`src/rtl/qed_dup_ctrl_pkg.sv`:
```
`default_nettype none
// ============================================================================
// Module  : qed_dup_ctrl_pkg
// Purpose : Shared definitions for the QED duplication sequencer: the NOP
//           opcode recognised by both the sequencer and the instruction
//           cache, and the 2-bit mode encoding.
// Revision: 1.0 - initial release
// ============================================================================
package qed_dup_ctrl_pkg;

  localparam logic [6:0] QED_NOP_OPCODE = 7'h7F;

  typedef enum logic [1:0] {
    QED_OFF  = 2'd0,
    QED_ORIG = 2'd1,
    QED_DUP  = 2'd2
  } qed_state_e;

  function automatic logic qed_is_nop(input logic [6:0] opcode);
    return opcode == QED_NOP_OPCODE;
  endfunction

endpackage
`default_nettype wire

```
`src/rtl/qed_dup_ctrl_sat_counter.sv`:
```
`default_nettype none
// ============================================================================
// Module  : qed_sat_counter
// Purpose : Saturating up-counter with synchronous clear.
// Ports   : clk, rst   - clock, synchronous active-high reset
//           inc        - add one (ignored once saturated)
//           clr        - clear to zero (wins over inc)
//           value      - current count
//           sat        - count is at all-ones
// Revision: 1.0 - initial release
// ============================================================================
module qed_sat_counter #(
  parameter int W = 16
) (
  input  logic         clk,
  input  logic         rst,
  input  logic         inc,
  input  logic         clr,
  output logic [W-1:0] value,
  output logic         sat
);

  logic [W-1:0] r_value;

  assign value = r_value;
  assign sat   = &r_value;

  always_ff @(posedge clk) begin
    if (rst || clr) begin
      r_value <= '0;
    end else if (inc && !sat) begin
      r_value <= r_value + W'(1);
    end
  end

endmodule
`default_nettype wire

```
`src/rtl/qed_dup_ctrl.sv`:
```
`default_nettype none
// ============================================================================
// Module  : qed_dup_ctrl
// Purpose : Mode sequencer in front of the QED instruction cache. Mirrors the
//           cache occupancy, decides when to stop storing originals and
//           start replaying duplicates, and returns to original mode once
//           every stored instruction has been replayed.
// Ports   : clk, rst             - clock, synchronous active-high reset
//           qed_ena              - QED enable (0 = pass-through)
//           IF_stall             - fetch stall shared with the cache
//           ifu_qed_instruction  - fetched instruction
//           switch_req           - request to enter duplicate mode
//           exec_dup             - 1 while the cache replays duplicates
//           pending              - originals stored, not yet replayed
//           orig_cnt / dup_cnt   - originals / duplicates this batch series
//           qed_ready            - 1-cycle pulse when a batch fully drains
//           ovf_err              - sticky error flag
// Revision: 1.0 - initial release
// ============================================================================
module qed_dup_ctrl
  import qed_dup_ctrl_pkg::*;
#(
  parameter int QDEPTH = 128,
  parameter int PEND_W = 8,
  parameter int CNT_W  = 16
) (
  input  logic              clk,
  input  logic              rst,
  input  logic              qed_ena,
  input  logic              IF_stall,
  input  logic [31:0]       ifu_qed_instruction,
  input  logic              switch_req,
  output logic              exec_dup,
  output logic [PEND_W-1:0] pending,
  output logic [CNT_W-1:0]  orig_cnt,
  output logic [CNT_W-1:0]  dup_cnt,
  output logic              qed_ready,
  output logic              ovf_err
);

  // One slot is always kept free so the cache can tell full from empty.
  localparam logic [PEND_W-1:0] c_full = PEND_W'(QDEPTH - 1);

  qed_state_e        r_state;
  logic              r_exec_dup;
  logic [PEND_W-1:0] r_pending;
  logic              r_qed_ready;
  logic              r_ovf_err;

  logic              w_is_nop;
  logic              w_ins_try, w_ins, w_ins_ovf;
  logic              w_del_try, w_del, w_del_udf;
  logic [PEND_W-1:0] w_pending_nxt;
  logic              w_orig_sat, w_dup_sat;
  logic              w_cnt_clr;
  logic [CNT_W-1:0]  w_dup_nxt;
  logic              w_drain;
  logic              w_cnt_match;
  logic              w_err_set;
  logic              w_unused_instr;

  assign w_unused_instr = ^ifu_qed_instruction[31:7];
  assign w_is_nop       = qed_is_nop(ifu_qed_instruction[6:0]);

  // Insert/delete events follow exactly the cache's own rules so the mirrored
  // occupancy can never drift from the real one.
  assign w_ins_try = (r_state == QED_ORIG) && !r_exec_dup && !w_is_nop && !IF_stall;
  assign w_ins     = w_ins_try && (r_pending != c_full);
  assign w_ins_ovf = w_ins_try && (r_pending == c_full);

  assign w_del_try = (r_state == QED_DUP) && r_exec_dup && !IF_stall;
  assign w_del     = w_del_try && (r_pending != '0);
  assign w_del_udf = w_del_try && (r_pending == '0);

  always_comb begin
    w_pending_nxt = r_pending;
    if (w_ins) begin
      w_pending_nxt = r_pending + PEND_W'(1);
    end else if (w_del) begin
      w_pending_nxt = r_pending - PEND_W'(1);
    end
  end

  // Counters restart when a new batch series begins (OFF -> ORIG).
  assign w_cnt_clr = (r_state == QED_OFF) && qed_ena;

  qed_sat_counter #(.W(CNT_W)) u_orig_cnt (
    .clk   (clk),
    .rst   (rst),
    .inc   (w_ins),
    .clr   (w_cnt_clr),
    .value (orig_cnt),
    .sat   (w_orig_sat)
  );

  qed_sat_counter #(.W(CNT_W)) u_dup_cnt (
    .clk   (clk),
    .rst   (rst),
    .inc   (w_del),
    .clr   (w_cnt_clr),
    .value (dup_cnt),
    .sat   (w_dup_sat)
  );

  // The drain decision is taken on the edge that retires the last duplicate,
  // so compare against the duplicate count as it will be after that edge.
  assign w_dup_nxt   = (w_del && !w_dup_sat) ? dup_cnt + CNT_W'(1) : dup_cnt;
  assign w_drain     = (r_state == QED_DUP) && (w_pending_nxt == '0);
  assign w_cnt_match = (orig_cnt == w_dup_nxt);

  assign w_err_set = w_ins_ovf || w_del_udf ||
                     (w_ins && w_orig_sat) || (w_del && w_dup_sat) ||
                     (w_drain && !w_cnt_match);

  always_ff @(posedge clk) begin
    if (rst) begin
      r_state     <= QED_OFF;
      r_exec_dup  <= 1'b0;
      r_pending   <= '0;
      r_qed_ready <= 1'b0;
      r_ovf_err   <= 1'b0;
    end else begin
      r_pending   <= w_pending_nxt;
      r_qed_ready <= w_drain && w_cnt_match;
      if (w_err_set) begin
        r_ovf_err <= 1'b1;
      end
      case (r_state)
        QED_OFF: begin
          if (qed_ena) begin
            r_state <= QED_ORIG;
          end
          r_exec_dup <= 1'b0;
        end
        QED_ORIG: begin
          if (!qed_ena) begin
            r_state    <= QED_OFF;
            r_exec_dup <= 1'b0;
          end else if ((w_pending_nxt != '0) &&
                       (switch_req || (w_pending_nxt == c_full))) begin
            // A full cache forces replay; an empty one cannot switch.
            r_state    <= QED_DUP;
            r_exec_dup <= 1'b1;
          end else begin
            r_exec_dup <= 1'b0;
          end
        end
        QED_DUP: begin
          // Requests and enable are only honoured once fully drained.
          if (w_pending_nxt == '0) begin
            r_state    <= qed_ena ? QED_ORIG : QED_OFF;
            r_exec_dup <= 1'b0;
          end else begin
            r_exec_dup <= 1'b1;
          end
        end
        default: begin
          r_state    <= QED_OFF;
          r_exec_dup <= 1'b0;
        end
      endcase
    end
  end

  assign exec_dup  = r_exec_dup;
  assign pending   = r_pending;
  assign qed_ready = r_qed_ready;
  assign ovf_err   = r_ovf_err;

endmodule
`default_nettype wire

```
`config.mk`:
```
export PLATFORM = sky130hd
export DESIGN_NAME = qed_dup_ctrl
export DESIGN_NICKNAME = d
export VERILOG_FILES = /design/src/rtl/qed_dup_ctrl_pkg.sv /design/src/rtl/qed_dup_ctrl_sat_counter.sv /design/src/rtl/qed_dup_ctrl.sv
export SDC_FILE = /design/constraint.sdc
export NUM_CORES = 1
export LEC_CHECK = 0
export CAP_MARGIN = 40
export CORE_UTILIZATION = 65
export CTS_BUF_LIST = sky130_fd_sc_hd__clkbuf_4 sky130_fd_sc_hd__clkbuf_8
export CTS_CLUSTER_DIAMETER = 150
export DETAILED_ROUTE_END_ITERATION = 10
export DONT_BUFFER_PORTS = 1
export GPL_ROUTABILITY_DRIVEN = 0
export GPL_TIMING_DRIVEN = 0
export PLACE_DENSITY_LB_ADDON = 0.1
export SYNTH_ARGS = -nofsm -noshare
export SYNTH_HDL_FRONTEND = slang
export SYNTH_SLANG_ARGS = --single-unit
```
`constraint.sdc`:
```
create_clock -name clk -period 3.3 [get_ports clk]
set_input_delay 0.66 -clock clk [delete_from_list [all_inputs] [get_ports clk]]
set_output_delay 0.66 -clock clk [all_outputs]
set_load 0.1 [all_outputs]
```
# --- Yosys cells after proc, flatten, opt, wreduce, memory -nomap -nowiden ---
# Cells that the tools add are included.
op_classes:
  addsub: 4
  n_eq_ne: 10
  reduce_logical: 38
  n_mux: 13
ops:
  columns: ["operator", "n"]
  rows:
  - ["adder 16 x 1 -> 16 bit, second input constant", 2]
  - ["AND reduction 16 bit", 2]
  - ["logical AND 1 bit", 18]
  - ["== test 16 bit", 1]
  - ["== test 8 x 7 -> 1 bit, second input constant", 2]
  - ["zero test 8 bit", 2]
  - ["2-to-1 mux 16 bit", 1]
  - ["2-to-1 mux 8 bit", 2]
  - ["nonzero test 8 bit", 2]
  - ["adder 8 x 1 -> 8 bit, second input constant", 1]
  - ["2-to-1 mux 2 bit", 4]
  - ["!= test 8 x 7 -> 1 bit, second input constant", 1]
  - ["subtractor 8 x 1 -> 8 bit, second input constant", 1]
  - ["== test 7 bit, second input constant", 1]
  - ["zero test 1 bit", 6]
  - ["logical OR 1 bit", 6]
  - ["case mux 2 bit (3 select lines)", 1]
  - ["2-to-1 mux 1 bit", 4]
  - ["!= test 3 x 2 -> 1 bit, second input constant", 1]
  - ["AND reduction 3 bit", 1]
  - ["== test 2 x 1 -> 1 bit, second input constant", 1]
  - ["== test 2 bit, second input constant", 1]
  - ["zero test 2 bit", 1]
  - ["!= test 2 x 1 -> 1 bit, second input constant", 1]
  - ["2 further kinds", 2]
totals:
  register_bits: 45
  wordCells: 72

# --- Longest topological paths before layout ---
# Gate-level depths: netlist of the first run.
logic_depth:
  depth_word: 12
  mapped_depth: 11
  ltp_nobuf: 10

# --- Cells and area by module ---
# From an unflattened synthesis of the first run, not the netlist that was laid out.
unflattened:
  hier_cells: 417
  hier_area_um2: 3370.7
modules_own_cells:
  columns: ["module", "area_each_um2", "seq_area_each_um2", "instances", "cells_per_inst"]
  rows:
  - ["qed_dup_ctrl", 1699.1, 260.2, 1, 223]
  - ["qed_sat_counter", 835.8, 320.3, 2, 97]

# --- Least setup slack after synthesis of the first run ---
# Ideal clock, no wire load.
synth_path:
  kind: "register to register"
  startpoint: "reg r_pending[4] (netlist: pending[4])"
  endpoint: "reg r_state[1]"
  setup_slack_ps: -398
  setup_ps: 74
  t_arrival_ps: 3623
  synth_period_minus_slack_ps: 3698
  path_stages_with_launch: 10
  cell_sequence: "dfxtp_1 -> buf_4 -> nand3_2 -> or4_4 -> a2111oi_0 -> a311oi_1 -> or4_4 -> or4b_1 -> a21o_1 -> a31oi_2"
synth_via:
  elab_chain_len: 9
  elab_cells_between_ends: 16
synth_lines:
  columns: ["item", "line", "text"]
  rows:
  - ["start: declaration", "qed_dup_ctrl.sv:46", "logic [PEND_W-1:0] r_pending;"]
  - ["start signal: assignment", "qed_dup_ctrl.sv:123", "r_pending <= w_pending_nxt;"]
  - ["branches (longest 3 deep; another with subtractor 8 x 1 -> 8 bit)", null, null]
  - ["2-to-1 mux 8 bit (*)", "qed_dup_ctrl.sv:77", "if (w_ins) begin"]
  - ["== test 8 x 7 -> 1 bit", "qed_dup_ctrl.sv:140", "(switch_req || (w_pending_nxt == c_full))) begin"]
  - ["logical OR 1 bit", "qed_dup_ctrl.sv:140", null]
  - ["logical AND 1 bit", "qed_dup_ctrl.sv:139", "end else if ((w_pending_nxt != '0) &&"]
  - ["!= test 3 x 2 -> 1 bit (no source line)", null, null]
  - ["AND reduction 3 bit (no source line) (*)", null, null]
  - ["end signal: assignment", "qed_dup_ctrl.sv:151", "r_state <= qed_ena ? QED_ORIG : QED_OFF;"]
  - ["end: declaration", "qed_dup_ctrl.sv:44", "qed_state_e r_state;"]
# Every way passes the cells marked *.
# A chain may end at the register's enable or synchronous reset.

# --- Final worst setup path of the first run ---
layout_path:
  startpoint: "reg r_pending[0] (netlist: pending[0])"
  endpoint: "reg r_state[1]"
# The elaborated chain is that of the path after synthesis.

==> impl_metrics.toml, run 1 <==
[power_and_ir_drop]
p_sw_uw = 573.3
power.total_mw = 1.580
p_comb_frac = 0.291
power.internal_mw = 1.007
sw_frac_of_total = 0.3628
clockPowerShare = 0.292
powerDensity_mw_per_mm2 = 398.8
peakVddDrop_uv = 378.2
leakage_nw = 1.431
seqPwrFrac = 0.417

[logic_synthesis]
synth_nets = 413
synthCells = 368
synth_flop_cell = "dfxtp_1"
yosys_warnings = 0
synth_cell_types = 64
synth_edf_count = 0
yosysMostFrequentCell = "nor2_1"
synth_seq_area_share = 0.3025
synth_top_area_share = 0.3025
ys_seq_elements = 45
syn_avg_cell_area_um2 = 8.092
ys_top_cells_by_count = "nor2_1 (47), dfxtp_1 (45), xnor2_1 (25)"
synthArstFlopShare = 0
synth_area_leaders = "dfxtp_1 (30%), xnor2_1 (7.4%), nor2_1 (5.9%), xor2_1 (3.8%), ha_1 (3.4%)"
synth_area_mm2 = 0.002978
yosysTopAreaCell = "dfxtp_1"

[status]
violations = "setup timing"
status = "finished with violations"

[final_layout]
drive_gt1_frac = 0.2262
layout.nets = 464
diodes = 0
areaGrowthSynthToFinish_pct = 33.07

[clocking]
cts-root-buf = "clkbuf_8"
cts_made_buffers = 5
clkSlewWorstSetupHoldPaths_ns = 0.09
h-tree-depth = 2
cts_max_path_buffers = 2
insertion_delay_ns = 0.31
tritoncts = "yes"
cts_sinks = 45

[sta]
slew_headroom = 0.4136
post-route-period-util = 1.034
setup_tns_ns = -0.2303
setup_ws_ns = -0.1106
fmax_mhz = 293.2
finalHoldViolCount = 0
maxSlewViolCount = 0
tightest_slew_ns = 0.8757
whs_ns = 0.4029
setup_viol = 3
finClkSkew_ns = 0.007694
min_period_ns = 3.411
rsz0062_at_grt = "true"

[routing]
post_drt_wl_per_cell_um = 21.99
drc = 0
dr.first_iter.drc_count = 643
viasPerCell = 7.339
num_vias = 3464
drtAntennaViolNets = 0
routed_wl_um = 10380
dr.pass1.iters = 6

[critical_path]
crit_arrival_ns = 3.65
critPathSlowestCell = "dfxtp_4"
cp.required_ns = 3.54
end_kind = "flip-flop"
cpMostUsedCell = "or4_4"
criticalPathCategory = "flip-flop to flip-flop"
cp_max_fo = 8
startpoint_type = "flip-flop"
crit_chain = "ha_4, nand2_4, or4_4, a2111oi_4, a311oi_2, or4_4, or4b_4, a21o_1, a31oi_2"
cpPeakStageDelay_ns = 0.62

[worst_hold_path]
worstHoldPathType = "primary input to flip-flop"

[place]
io_buffer_count = 0
hpwl_um = 6511

[floorplanning]
initial_core_util = 0.6792
fp.dieArea_mm2 = 0.004856
coreArea_mm2 = 0.004384
die_x_um = 69.69
ios = 80
die_h_um = 69.69
row_count = 24

[run]
drv_cap = 0

[grt]
track_usage = 0.3770
grt_pass1_vias = 3027
antenna_found_initial = 0
grt_pass1_wl_um = 14670
grt_overflow_total = 0
grt_max_degree = 14
-- power by group through the flow --
stage / combinational, mW / sequential (mW) / clock [mW]
3_3_place_gp: 0.297 / 0.677 / 0
4_1_cts: 0.372 / 0.653 / 0.447
2_1_floorplan: 0.242 / 0.671 / 0
3_5_place_dp: 0.338 / 0.662 / 0
6_report: 0.460 / 0.659 / 0.461
5_1_grt: 0.489 / 0.663 / 0.472
-- metrics by stage --
| step | worst slack, ns | utilization | std cells | area, um2 |
|---|---|---|---|---|
| finish | -0.1106 | 0.9038 | 472 | 3963 |
| global route | -0.2623 | 0.9038 | 472 | 3963 |
| CTS | -0.02684 | 0.8642 | 462 | 3789 |
| detailed placement | -0.5145 | 0.8134 | 453 | 3566 |
| global placement | -0.5196 | 0.6975 | 420 | 3058 |
| floorplan | 0.003778 | - | 368 | 2993 |
-- per-layer routing --
| metal | vias to the layer above | routed length (um) | GRT usage |
|---|---|---|---|
| met5 | - | 0 | 0 |
| met4 | 0 | 578 | 0.1489 |
| met3 | 80 | 1211 | 0.08140 |
| met2 | 301 | 4722 | 0.6117 |
| met1 | 1609 | 3868 | 0.4882 |
| li1 | 1474 | - | - |
-- cell families after synthesis --
group                    share of synthesized area
AND/OR/NAND/NOR                             0.2916
AO/OA/AOI/OAI                               0.2013
flip-flops                                  0.3025
XOR/XNOR                                    0.1118
buffers and inverters                      0.04201
adder cells (fa/ha/maj)                    0.03361
multiplexers                               0.01723
-- layout make-up --
type | count | area [um2]
fillers | 197 | 421.7
inverters | 12 | 45.04
flip-flops and latches | 45 | 933.4
repair buffers | 44 | 590.6
well taps | 52 | 65.06
multi-input cells | 293 | 2113
clock inverters | 1 | 30.03
plain buffers | 18 | 95.09
clock buffers | 7 | 90.09
-- registers in the layout (all words and copies together), names as in the netlist --
signal            count
u_orig_cnt.value     16
pending               8
exec_dup              1
u_dup_cnt.value      16
r_state               2
ovf_err               1
qed_ready             1
-- cell usage in the layout (no fill, tap or decap), types with 8 or more instances in the layout --
cell,count
nor2_1,47
dfxtp_1,35
buf_8,33
xnor2_1,24
nand2_1,19
nand3_1,15
clkbuf_1,13
nand4_1,13
buf_4,13
xor2_1,13
o21ai_0,12
inv_1,11
a21oi_1,11
or3_1,8
nor4_1,8
a31oi_1,8
dfxtp_4,8
-- repair_timing --
item | in CTS | in global routing
resized for setup | 25 | 20
hold buffers | 0 | 0
setup endpoints to repair | 9 | 7
setup buffers | 1 | 10
hold endpoints to repair | 0 | 0
pin swaps | 1 | 13
-- worst max-delay path, delay by kind of cell (launching register included) --
kind	cells	cell delay [ns]
adders and majority gates	1	0.23
and+or+nand+nor	4	1.71
DFF	1	0.62
AOI/OAI and AO/OA	4	0.77
-- final timing paths --
kind	startpoint	endpoint	slack, ns	cells after the start
setup / recovery	pending[0]$_SDFF_PP0_	r_state[1]$_SDFFE_PP0P_	-0.11	9
hold / removal	rst	pending[0]$_SDFF_PP0_	0.40	1
setup reg to reg	pending[0]$_SDFF_PP0_	r_state[1]$_SDFFE_PP0P_	-0.11	9
hold reg to reg	r_state[0]$_SDFFE_PP0P_	r_state[0]$_SDFFE_PP0P_	0.54	2
(Power assumes the default switching activity.)
==> run 2: changes to the inputs <==
Settings changed: SYNTH_HIERARCHICAL from default to 1.
==> impl_metrics.toml, run 2 <==
[grt]
busiest_layer = "met2"
grt_max_degree = 14
antenna_found_initial = 0
grt_overflow_total = 0
grt_pass1_wl_um = 16910
met3_usage = 0.06775
grt_util_met1 = 0.5176
met2_usage = 0.6465
grt_pass1_vias = 3481
track_usage = 0.3989

[sta]
setup_tns_ns = -0.4632
finalHoldViolCount = 0
rsz0062_at_grt = "true"
min_period_ns = 3.545
slew_headroom = 0.4289
whs_ns = 0.4299
tightest_slew_ns = 0.8529
finClkSkew_ns = 0.008026
maxSlewViolCount = 0
post-route-period-util = 1.074
setup_viol = 4
fmax_mhz = 282.1
setup_ws_ns = -0.2446

[routing]
drtAntennaViolNets = 0
drc = 0
dr.first_iter.drc_count = 807
routed_wl_um = 11840
dr.pass1.iters = 8
post_drt_wl_per_cell_um = 22.13
viasPerCell = 7.665
num_vias = 4101

[clocking]
cts_hold_buf = 0
cts_made_buffers = 5
tritoncts = "yes"
cts_max_path_buffers = 2
clkSlewWorstSetupHoldPaths_ns = 0.08
cts_sinks = 45
insertion_delay_ns = 0.31
cts-root-buf = "clkbuf_8"
h-tree-depth = 2

[floorplanning]
die_h_um = 74.01
fp.dieArea_mm2 = 0.005477
coreArea_mm2 = 0.004848
row_count = 25
die_x_um = 74.01
initial_core_util = 0.6952
ios = 80

[final_layout]
instances_no_fill = 535
regArea_um2 = 992.2
layout.nets = 513
nFillCells = 226
multiInputGateArea_mm2 = 0.002432
diodes = 0
drive_gt1_frac = 0.2628
areaGrowthSynthToFinish_pct = 26.84
final_common_cell = "nor2_1"
design_area_mm2 = 0.004275
final_cell_mix = "nor2_1 (33), nand2_1 (29), buf_4 (26), a21oi_1 (26), dfxtp_4 (24)"

[power_and_ir_drop]
p_comb_frac = 0.254
leakage_nw = 1.489
powerDensity_mw_per_mm2 = 338.6
power.internal_uw = 950.5
clockPowerShare = 0.309
seqPwrFrac = 0.437
sw_frac_of_total = 0.3435
p_sw_uw = 497.2
peakVddDrop_uv = 370.7

[logic_synthesis]
ys_seq_elements = 45
synth_seq_area_share = 0.2673
yosysTopAreaCell = "dfxtp_1"
syn_avg_cell_area_um2 = 8.083
synth_area_leaders = "dfxtp_1 (27%), xnor2_1 (4.9%), a21oi_1 (3.9%), nor2_1 (3.8%), mux2i_1 (3.6%)"
synth_nets = 463
synth_flop_cell = "dfxtp_1"
synth_top_area_share = 0.2673
synth_area_mm2 = 0.003371
synth_cell_types = 65
synthArstFlopShare = 0
yosys_warnings = 6
yosysMostFrequentCell = "dfxtp_1"
ys_top_cells_by_count = "dfxtp_1 (45), nor2_1 (34), nand2_1 (29)"
synth_edf_count = 0
synthCells = 417

[critical_path]
critPathSlowestCell = "or4_4"
endpoint = "r_state[0]$_SDFFE_PP0P_"
r2r-end = "r_state[0]$_SDFFE_PP0P_"
criticalPathCategory = "flip-flop to flip-flop"
reg2reg_from = "pending[7]$_SDFF_PP0_"
crit_arrival_ns = 3.79
crit_chain = "clkbuf_2, or3b_4, o21ai_4, o21ai_2, nor2_1, o311ai_1, or4_4, a22o_1, or4_1, a21oi_1"
r2r_slack_ns = -0.24
end_kind = "flip-flop"
cpPeakStageDelay_ns = 0.59
cp.required_ns = 3.54
cp_max_fo = 9
startpoint_type = "flip-flop"
startpoint = "pending[7]$_SDFF_PP0_"
reg2reg_depth = 10

[place]
io_buffer_count = 0
hpwl_um = 6730
place_area_mm2 = 0.003814
place_inst = 502

[worst_hold_path]
worstHoldPathType = "primary input to flip-flop"

[status]
status = "finished with violations"
violations = "setup timing"

[run]
drv_cap = 0
run 2: cell count changes after synthesis, moves of 6 or more:
cell,change
a21oi_1,+15
nor2_1,-13
clkbuf_1,-12
o31ai_1,+11
nand2_1,+9
or4_1,+9
mux2i_1,+8
nor3_1,+8
and3_1,+7
nand3_1,+6
xnor2_1,-6
run 2: metal layers:
| metal | part of all wire | up-vias |
|---|---|---|
| met4 | 0.071 | 0 |
| met5 | 0 | - |
| met3 | 0.13 | 119 |
| met1 | 0.36 | 1849 |
| li1 | - | 1706 |
| met2 | 0.44 | 427 |
run 2: final cells by class:
class                   count  share of cell area
multi-input cells         344              0.5689
clock buffers               7             0.02107
flip-flops and latches     45              0.2321
well taps                  67             0.01961
clock inverters             1            0.007024
plain buffers              11             0.01990
repair buffers             44              0.1153
inverters                  16             0.01610
run 2: cells by family (layout without fill, tap and decap cells):
logic type | Yosys count | after routing | synth area share
fa+ha+maj | 9 | 9 | 0.03341
flops | 45 | 45 | 0.2673
mux | 13 | 13 | 0.03898
simple gates | 196 | 196 | 0.3319
buf+inv | 28 | 79 | 0.04491
compound gates | 99 | 99 | 0.2134
xor+xnor | 27 | 27 | 0.07016
run 2: power groups by stage:
stage | clock network (mW) | logic, mW | registers (mW)
final | 0.447 | 0.367 | 0.633
after global routing | 0.469 | 0.385 | 0.633
after CTS | 0.448 | 0.330 | 0.630
after detailed placement | 0 | 0.277 | 0.649
after global placement | 0 | 0.249 | 0.661
after floorplan | 0 | 0.207 | 0.653
run 2: what timing repair did:
item,4_1_cts,5_1_grt
setup buffers,22,4
pin swaps,13,1
gates cloned,0,0
endpoints found under the setup margin,4,5
gates resized for setup,39,8
run 2: worst min-delay path by stage:
stage,slack (ns),end,start,depth (start not counted)
after detailed placement,0.52,r_state[0]$_SDFFE_PP0P_,r_state[0]$_SDFFE_PP0P_,2
after CTS,0.42,pending[3]$_SDFF_PP0_,rst,1
after global placement,0.50,r_state[0]$_SDFFE_PP0P_,r_state[0]$_SDFFE_PP0P_,2
final,0.43,pending[3]$_SDFF_PP0_,rst,1
after floorplan,0.48,r_state[1]$_SDFFE_PP0P_,r_state[1]$_SDFFE_PP0P_,2
after global routing,0.43,pending[3]$_SDFF_PP0_,rst,1
run 2: metrics by stage:
step	setup slack, ns	power (mW)	utilization
final	-0.2446	1.448	0.8818
after global routing	-0.2678	1.487	0.8818
after CTS	-0.01596	1.408	0.8689
after detailed placement	-0.6062	0.9256	0.7866
after global placement	-0.5720	0.9092	0.7231
after floorplan	-0.02586	0.8597	-
run 2: worst max-delay path, delay by kind of cell, from the launching register on:
family	cells	cell delay, ns
and+or+nand+nor	4	1.80
buffers and inverters	1	0.27
DFF	1	0.45
AOI/OAI and AO/OA	5	0.94
==> run 3: changes to the inputs <==
Settings changed: ABC_AREA from default to 1, CORE_MARGIN from default to 2.
==> impl_metrics.toml, run 3 <==
[routing]
drtAntennaViolNets = 0
post_drt_wl_per_cell_um = 15.01
dr.pass1.iters = 5
routed_wl_um = 10840
num_vias = 4224
dr.first_iter.drc_count = 421
drc = 0
viasPerCell = 5.850

[sta]
setup_tns_ns = 0
finClkSkew_ns = 0.004695
rsz0062_at_grt = "false"
fmax_mhz = 378.9
setup_ws_ns = 0.6605
whs_ns = 0.5152
setup_viol = 0
min_period_ns = 2.640
maxSlewViolCount = 0
tightest_slew_ns = 0.5487
finalHoldViolCount = 0
post-route-period-util = 0.7999
slew_headroom = 0.6337

[critical_path]
critPathSlowestCell = "dfxtp_1"
startpoint_type = "flip-flop"
cpPeakStageDelay_ns = 0.57
criticalPathCategory = "flip-flop to flip-flop"
reg2reg_from = "u_dup_cnt/value[0]$_SDFFE_PP0P_"
cp.required_ns = 3.50
cpMostUsedCell = "nand2_1"
crit_arrival_ns = 2.84
cp_max_fo = 8
startpoint = "u_dup_cnt/value[0]$_SDFFE_PP0P_"
end_kind = "flip-flop"
crit_chain = "ha_1, nand2_1, nor2_4, nand2_2, nor2_4, inv_1, nand2_2, nor2_1, nand2_1, nor2_1, xor2_1, nand3_1, nor2_1, nand3_1, nand2_1, nand2_1"

[place]
pre_cts_ws_ns = 0.6733
hpwl_um = 8273
place_inst = 715
io_buffer_count = 0

[power_and_ir_drop]
power.internal_uw = 953.9
peakVddDrop_uv = 396.4
seqPwrFrac = 0.389
clockPowerShare = 0.274
sw_frac_of_total = 0.3781
p_sw_uw = 580.0
p_comb_frac = 0.337
powerDensity_mw_per_mm2 = 330.5
leakage_nw = 1.971

[grt]
grt_overflow_total = 0
grt_max_degree = 14
track_usage = 0.3523
grt_pass1_vias = 4131
antenna_found_initial = 0
grt_pass1_wl_um = 17930

[worst_hold_path]
hp-start = "rst"
worstHoldPathType = "primary input to flip-flop"

[logic_synthesis]
syn_avg_cell_area_um2 = 6.210
synthCells = 600
synthArstFlopShare = 0
synth_flop_cell = "dfxtp_1"
ys_top_cells_by_count = "nand2_1 (175), nor2_1 (107), inv_1 (54)"
synth_cell_types = 35
ys_seq_elements = 45
synth_area_mm2 = 0.003726
synth_seq_area_share = 0.2418
synth_top_area_share = 0.2418
synth_nets = 646
yosysMostFrequentCell = "nand2_1"
yosysTopAreaCell = "dfxtp_1"
synth_area_leaders = "dfxtp_1 (24%), nand2_1 (18%), nor2_1 (11%), nand3_1 (6.6%), inv_1 (5.4%)"
yosys_warnings = 6
synth_edf_count = 0

[final_layout]
drive_gt1_frac = 0.1677
final_util = 0.8428
areaGrowthSynthToFinish_pct = 24.55
diodes = 0
nFillCells = 347
final_common_cell = "nand2_1"
instances_no_fill = 722
final_cell_mix = "nand2_1 (175), nor2_1 (107), inv_1 (54)"
layout.nets = 696

[clocking]
cts_setup_buffers = 0
h-tree-depth = 2
cts-root-buf = "clkbuf_8"
cts_hold_buf = 0
cts_sinks = 45
clkSlewWorstSetupHoldPaths_ns = 0.09
insertion_delay_ns = 0.31
tritoncts = "yes"
cts_max_path_buffers = 2
cts_made_buffers = 5
cts_resized = 0

[status]
status = "completed"

[floorplanning]
fp.dieArea_mm2 = 0.006354
die_h_um = 79.71
ios = 80
die_x_um = 79.71
coreArea_mm2 = 0.005507
row_count = 27
initial_core_util = 0.6767

[run]
drv_cap = 0
## run 3: cell count changes in the layout (fill, tap and decap cells not counted), moves of 12 or more
cell	delta
nand2_1	+146
nor2_1	+74
inv_1	+41
nand3_1	+27
dfxtp_1	+25
buf_4	-24
dfxtp_4	-24
buf_8	+23
xor2_1	+14
mux2i_1	-12
## run 3: metrics by stage
stage | instance area [um2] | power [mW]
finish | 4641 | 1.534
global route | 4641 | 1.609
CTS | 4641 | 1.524
detailed placement | 4537 | 1.117
global placement | 3816 | 1.053
floorplan | 3726 | 0.9917
## run 3: layout make-up
class	count	area, um2	share of cell area
sequential	45	900.9	0.1941
tap	72	90.09	0.01941
inverter	60	225.2	0.04853
timing repair buffer	43	720.7	0.1553
clock inverter	2	35.03	0.007549
multi-input combinational	487	2534	0.5460
clock buffer	5	68.82	0.01483
buffer	8	66.31	0.01429
## run 3: logic make-up after synthesis
logic type,synth area share
simple gates,0.4926
buf+inv,0.07824
compound gates,0.07589
flops,0.2418
xor+xnor,0.08126
fa+ha+maj,0.03022
## run 3: final timing paths
kind | end | slack (ns) | cells past startpoint
worst max-delay path | ovf_err$_SDFFE_PP0P_ | 0.66 | 16
worst min-delay path | qed_ready$_SDFF_PP0_ | 0.52 | 3
worst max register to register | ovf_err$_SDFFE_PP0P_ | 0.66 | 16
worst min register to register | r_state[1]$_SDFFE_PP0P_ | 0.55 | 2
## run 3: layer usage
metal	vias up	GRT usage	part of all wire
met5	-	0	0
met4	0	0.1466	0.026
met3	41	0.05090	0.080
met2	256	0.6429	0.51
met1	1923	0.4074	0.39
li1	2004	-	-
## run 3: critical path: cells and delay by family, from the launching register on
family / cells / cell delay, ns
DFF: 1 / 0.57
adders and majority gates: 1 / 0.27
and+or+nand+nor: 13 / 1.48
xor gates and xnor gates: 1 / 0.13
buffers and inverters: 1 / 0.09
## run 3: power by group through the flow
stage / Combinational, mW / Clock [mW] / Sequential (mW)
after floorplan: 0.311 / 0 / 0.681
after global placement: 0.366 / 0 / 0.687
after detailed placement: 0.507 / 0 / 0.609
after CTS: 0.511 / 0.417 / 0.597
after global routing: 0.566 / 0.442 / 0.600
final: 0.517 / 0.420 / 0.597
